`src/rtl/counter_bcd_n.sv`:
```
// Multi-digit BCD up/down counter with wrap, saturate, stop and auto-reload
// terminal behaviour, synchronous clear/load with load validation.
module counter_bcd_n #(
   parameter int DIGITS  = 2,
   parameter int MAX_VAL = 99,
   parameter int PRESET  = 25
) (
   input  logic                  clock,
   input  logic                  reset,
   input  logic                  en,
   input  logic                  up,
   input  logic                  clr,
   input  logic                  load,
   input  logic [4*DIGITS-1:0]   load_val,
   input  logic [1:0]            mode,
   output logic [4*DIGITS-1:0]   count,
   output logic                  tc,
   output logic                  ovf,
   output logic                  done,
   output logic                  err
);

   localparam int W = 4 * DIGITS;

   localparam logic [1:0] MODE_WRAP   = 2'b00;
   localparam logic [1:0] MODE_SAT    = 2'b01;
   localparam logic [1:0] MODE_STOP   = 2'b10;
   localparam logic [1:0] MODE_RELOAD = 2'b11;

   function automatic logic [W-1:0] to_bcd(input int v);
      logic [W-1:0] r;
      int           t;
      r = '0;
      t = v;
      for (int i = 0; i < DIGITS; i++) begin
         r[4*i +: 4] = 4'(t % 10);
         t = t / 10;
      end
      return r;
   endfunction

   localparam logic [W-1:0] MAX_BCD    = to_bcd(MAX_VAL);
   localparam logic [W-1:0] PRESET_BCD = to_bcd(PRESET);

   function automatic logic [W-1:0] bcd_inc(input logic [W-1:0] v);
      logic [W-1:0] r;
      logic         c;
      r = v;
      c = 1'b1;
      for (int i = 0; i < DIGITS; i++) begin
         if (c) begin
            if (v[4*i +: 4] == 4'd9) r[4*i +: 4] = 4'd0;
            else begin
               r[4*i +: 4] = v[4*i +: 4] + 4'd1;
               c = 1'b0;
            end
         end
      end
      return r;
   endfunction

   function automatic logic [W-1:0] bcd_dec(input logic [W-1:0] v);
      logic [W-1:0] r;
      logic         b;
      r = v;
      b = 1'b1;
      for (int i = 0; i < DIGITS; i++) begin
         if (b) begin
            if (v[4*i +: 4] == 4'd0) r[4*i +: 4] = 4'd9;
            else begin
               r[4*i +: 4] = v[4*i +: 4] - 4'd1;
               b = 1'b0;
            end
         end
      end
      return r;
   endfunction

   logic           digits_ok;
   logic           load_ok;
   logic [W-1:0]   step_val;
   logic [W-1:0]   term_val;

   // With all digits valid, an unsigned compare of BCD words is a decimal compare.
   always_comb begin
      digits_ok = 1'b1;
      for (int i = 0; i < DIGITS; i++) begin
         if (load_val[4*i +: 4] > 4'd9) digits_ok = 1'b0;
      end
   end

   assign load_ok  = digits_ok && (load_val <= MAX_BCD);
   assign step_val = up ? bcd_inc(count) : bcd_dec(count);
   assign term_val = up ? MAX_BCD : '0;
   assign tc       = (count == term_val);

   always_ff @(posedge clock or negedge reset) begin
      if (!reset) begin
         count <= '0;
         ovf   <= 1'b0;
         done  <= 1'b0;
         err   <= 1'b0;
      end else begin
         ovf <= 1'b0;
         err <= 1'b0;
         if (clr) begin
            count <= '0;
            done  <= 1'b0;
         end else if (load) begin
            if (load_ok) begin
               count <= load_val;
               done  <= 1'b0;
            end else begin
               err <= 1'b1;
            end
         end else if (en && !done) begin
            if (tc) begin
               case (mode)
                  MODE_WRAP: begin
                     count <= up ? '0 : MAX_BCD;
                     ovf   <= 1'b1;
                  end
                  MODE_SAT:    count <= count;
                  MODE_STOP:   done  <= 1'b1;
                  MODE_RELOAD: begin
                     count <= PRESET_BCD;
                     ovf   <= 1'b1;
                  end
                  default:     count <= count;
               endcase
            end else begin
               count <= step_val;
               if (mode == MODE_STOP && step_val == term_val) done <= 1'b1;
            end
         end
      end
   end

endmodule

```
`config.mk`:
```
export PLATFORM = sky130hd
export DESIGN_NAME = counter_bcd_n
export DESIGN_NICKNAME = d
export VERILOG_FILES = /design/src/rtl/counter_bcd_n.sv
export SDC_FILE = /design/constraint.sdc
export NUM_CORES = 1
export LEC_CHECK = 0
export CAP_MARGIN = 20
export CORE_UTILIZATION = 49
export CTS_BUF_LIST = sky130_fd_sc_hd__clkbuf_4 sky130_fd_sc_hd__clkbuf_8 sky130_fd_sc_hd__clkbuf_16
export CTS_CLUSTER_SIZE = 30
export DETAILED_ROUTE_END_ITERATION = 10
export PLACE_DENSITY = 0.91
export SLEW_MARGIN = 20
export SYNTH_ARGS = -nofsm -noshare
export SYNTH_HDL_FRONTEND = slang
export SYNTH_SLANG_ARGS = --single-unit
```
`constraint.sdc`:
```
create_clock -name clock -period 2.55 [get_ports clock]
set_input_delay 0.51 -clock clock [delete_from_list [all_inputs] [get_ports clock]]
set_output_delay 0.51 -clock clock [all_outputs]
set_load 0.01 [all_outputs]
```
# Word level (Yosys, flattened, before mapping)
# Index checks and enable logic that the tools add are counted.
dict set report totals {
  input_bits 16
  output_inout_bits 12
  regBits 11
  wordCells 66
}
dict set report classes {
  order_cmp 3
  reduce_logical 12
  addsub 4
  mux 34
  eq_ne 9
}
# cell n
set ops {}
lappend ops {{$mux 8} 8}
lappend ops {{$mux 4} 6}
lappend ops {{$mux 1} 19}
lappend ops {{$eq 8x8->1} 2}
lappend ops {{$pmux 8 s2} 1}
lappend ops {{$add 4x1->4 const B} 2}
lappend ops {{$eq 4x4->1 const B} 2}
lappend ops {{$gt 4x4->1 const B} 2}
lappend ops {{$le 8x8->1 const B} 1}
lappend ops {{$logic_not 4->1} 2}
lappend ops {{$sub 4x1->4 const B} 2}
lappend ops {{$ne 5x3->1 const B} 1}
lappend ops {{$eq 2x2->1 const B} 2}
lappend ops {{$ne 4x3->1 const B} 1}
lappend ops {{$reduce_and 4->1} 1}
lappend ops {{$reduce_bool 4->1} 1}
lappend ops {{$logic_and 1x1->1} 3}
lappend ops {{$ne 3x2->1 const B} 1}
lappend ops {{$reduce_and 3->1} 1}
lappend ops {{$reduce_bool 3->1} 1}
lappend ops {{$logic_not 2->1} 1}
lappend ops {{$reduce_or 2->1} 1}
lappend ops {{$logic_not 1->1} 1}

# Depth between registers and ports, before layout
dict set report depth {
  depth_word 11
  ltp_mapped 7
  mapped_depth_nobuf 6
}

# Least setup slack after synthesis
# Ideal clock, no wire load.
dict set report synth_path {
  kind {in2reg}
  startpoint {input up}
  endpoint {register done}
  path_slack_ns 0.457
  n_path_buf 0
  path_stages 5
  setup_time_ns 0.100
  required_ns 2.450
  arrival_time_ns 1.993
  cell_sequence {or3_1 -> or4_1 -> a311oi_1 -> a311oi_1 -> nor4bb_1}
}
dict set report synth_via {
  elab_chain_cells 6
}
# element line
set synth_lines {}
lappend synth_lines {{start, declared} 11} ;# input logic up,
lappend synth_lines {{$mux 8} 94} ;# assign term_val = up ? MAX_BCD : '0;
lappend synth_lines {{$eq 8x8->1} 95} ;# assign tc = (count == term_val);
lappend synth_lines {{$mux 1} 117} ;# if (tc) begin
lappend synth_lines {{$mux 1} 116} ;# end else if (en && !done) begin
lappend synth_lines {{$mux 1} 109} ;# end else if (load) begin
lappend synth_lines {{$mux 1} 106} ;# if (clr) begin
lappend synth_lines {{end signal, assigned} 108} ;# done <= 1'b0;
lappend synth_lines {{end signal, assigned} 112} ;# done <= 1'b0;
lappend synth_lines {{end signal, assigned} 124} ;# MODE_STOP: done <= 1'b1;
lappend synth_lines {{end, declared} 19} ;# output logic done,
# Several ways; a longest one is shown, not always the timed one. The select of a mux whose other input is x is not followed.
# A chain may end at the register's enable or synchronous reset.

# Worst setup path after layout
# Ends and elaborated chain as after synthesis.

==> reports/results.tsv <==
metric	value	unit
cell family with most CP delay	simple AND/OR/NAND/NOR gates	
WP buf/inv	2	
via total after detailed routing	1410	
Synth-to-Final Area Change	39.83	%
top cell type's share of synthesized area	0.2368	
Main synth FF type	dfrtp_1	
EDFF count, synth	0	
HPWL Detailed	2685	µm
Yosys cell types	48	
fill count	167	
f_max	0.4333	GHz
drt first-iter violations	54	
Int Power	0.0004459	W
fraction of registers with async set/reset	1.000	
hold buffers post-CTS	0	
CTS tree	done	
Logic pwr share	0.522	
drt total wl	3623	µm
Max VDD drop	0.3494	mV
worst hold-check path type	in -> async	
cells along the critical path	dlymetal6s2s_1, buf_12, or3_1, or4_4, a311oi_4, a311oi_1, nor4bb_1	
ANT cells	0	
Vias/cell	6.438	
Net Switching	0.0002898	W
commonest non-fill, non-tap cells in the layout	25 x clkdlybuf4s50_1, 19 x nor2_1, 17 x buf_4	
drt wl/cell	16.54	µm
gr usage total	0.3141	
post-synth top area cell	dfrtp_1	
Seq/Total Area, Yosys	0.2368	
largest net degree at the start of global routing	24	
unrepaired setup endpoints after global routing	no	
Worst-Margin Slew	0.6095	ns
Root Driver	clkbuf_4	
total power	0.0007357	W
DR pass1 iterations	5	
grt total ovfl	0	
CTS max path bufs	2	
Post-route DRC	0	
die height	50.71	µm
clk_lat worst skew	0.28	ns
num rows	17	
maxcap violations	0	
status	complete, no violations	
worst setup path class	in -> reg	
nets@finish	211	
clock slew at reported path FFs	0.08	ns
Area after DPL	1546	µm²
CTS Sinks	11	
vias in the first global route	1374	
synthesized area per cell	7.451	µm²
routability cong.	0.9859	
endpoints failing setup	0	
CP Max Fanout	23	
htree depth	1	
IO Port Bufs	27	
Setup crit end kind	flop	
antenna viol nets, final	0	
dominant cells by area after synthesis	dfrtp_1 24%, nor2_1 6.1%, a311oi_1 6.0%, nor3_1 4.3%, o21ai_0 3.9%	
Max stage delay cell, worst path	or4_4	
Synth Register Bits	11	
PD cells	452.6	nW/µm²
Final Hold Viols	0	
critical path launch point type	input pin	
final-report max-slew violation count	0	
share of layout cells above drive strength 1	0.1623	
Max Clock Skew	0.001324	ns
sequential power share	0.291	
first-pass GRT wire length	6030	µm
I/O Pins	28	
final design utilization	0.7277	
switch share	0.3939	
crit share post-route	0.9049	
leading cell type in the layout, fill and taps excluded	clkdlybuf4s50_1	
post-CTS setup buffer count	0	
YS warnings	0	
Initial Util	0.5204	
Lkg Pwr	0.6657	nW
Post-Synthesis Cells	156	
post-synth net total	175	
cell area after synthesis	1162	µm²
initial antenna violation count	0	
Clock power frac	0.188	
total CTS buffers	3	
Slew Limit Headroom	0.5885	
Critical Path RT	2.73	ns
min cycle time layout	2.308	ns
core area	2233	µm²
max incr delay on CP	0.45	ns
die width	50.71	µm
CP arrival	2.49	ns
final non-filler cell area	1625	µm²
die area	2571	µm²
smallest hold slack	0.5715	ns
==> routing by layer <==
metal	routed length, µm	global-route usage	vias up
li1	-	-	663
met1	1415	0.3810	644
met2	1783	0.5333	90
met3	308	0.03636	13
met4	115	0.1759	0
met5	0	0	-
==> registers in the layout (all words and copies together) (netlist names) <==
signal  flops
ovf         1
err         1
done        1
count       8
==> Yosys cell counts (all sizes together) (4+ instances only) <==
cell and count:
nor2 19, dfrtp 11, clkbuf 10, nand2 10, nor3 10, inv 9
o21ai 9, a311oi 8, buf 4
==> stage by stage <==
step / setup slack (ns) / cells / setup TNS (ns)
final: 0.2424 / 219 / 0
after global routing: 0.1821 / 219 / 0
after CTS: 0.01042 / 219 / 0
after detailed placement: -0.3750 / 215 / -1.277
after global placement: -0.3432 / 215 / -0.9538
after floorplan: 0.4567 / 156 / 0
==> cell families (layout without fill, tap and decap cells) <==
group	after synthesis	count (layout)	synth area share
buffers and inverters	23	58	0.07750
DFF	11	11	0.2368
AOI/OAI and AO/OA	47	47	0.3090
adders and majority gates	3	3	0.03230
muxes	2	2	0.01722
xor gates and xnor gates	3	3	0.02261
and+or+nand+nor	67	67	0.3046
==> final timing paths <==
path / start / slack (ns) / to / cells after the start
worst max register to register: count[0]$_DFFE_PN0P_ / 0.25 / done$_DFFE_PN0P_ / 6
worst max-delay path: up / 0.24 / done$_DFFE_PN0P_ / 7
worst min register to register: done$_DFFE_PN0P_ / 0.75 / ovf$_DFF_PN0_ / 2
worst min-delay path: reset / 0.57 / done$_DFFE_PN0P_ / 1
min in group clock: done$_DFFE_PN0P_ / 0.75 / ovf$_DFF_PN0_ / 2
max in group asynchronous: reset / 1.63 / count[2]$_DFFE_PN0P_ / 1
==> area by class of cell <==
| type | count | area (µm²) | share of cell area |
|---|---|---|---|
| Sequential cell | 11 | 275.3 | 0.1694 |
| Tap cell | 28 | 35.03 | 0.02156 |
| Timing Repair Buffer | 45 | 421.7 | 0.2594 |
| Inverter | 9 | 33.78 | 0.02079 |
| Clock buffer | 4 | 30.03 | 0.01848 |
| Multi-Input combinational cell | 122 | 829.5 | 0.5104 |
==> repair_timing <==
item | CTS | global route
resized for setup | 7 | 5
hold endpoints to repair | 0 | 0
setup endpoints to repair | 2 | 4
pin swaps | 3 | 2
==> power by group through the flow <==
stage               clock, W  sequential [W]  combinational (W)
floorplan                  0        0.000218           0.000207
global placement           0        0.000213           0.000348
detailed placement         0        0.000214           0.000358
CTS                 0.000137        0.000212           0.000368
global route        0.000142        0.000216           0.000416
finish              0.000138        0.000214           0.000384
No activity file was read; power rests on OpenSTA's default activity.
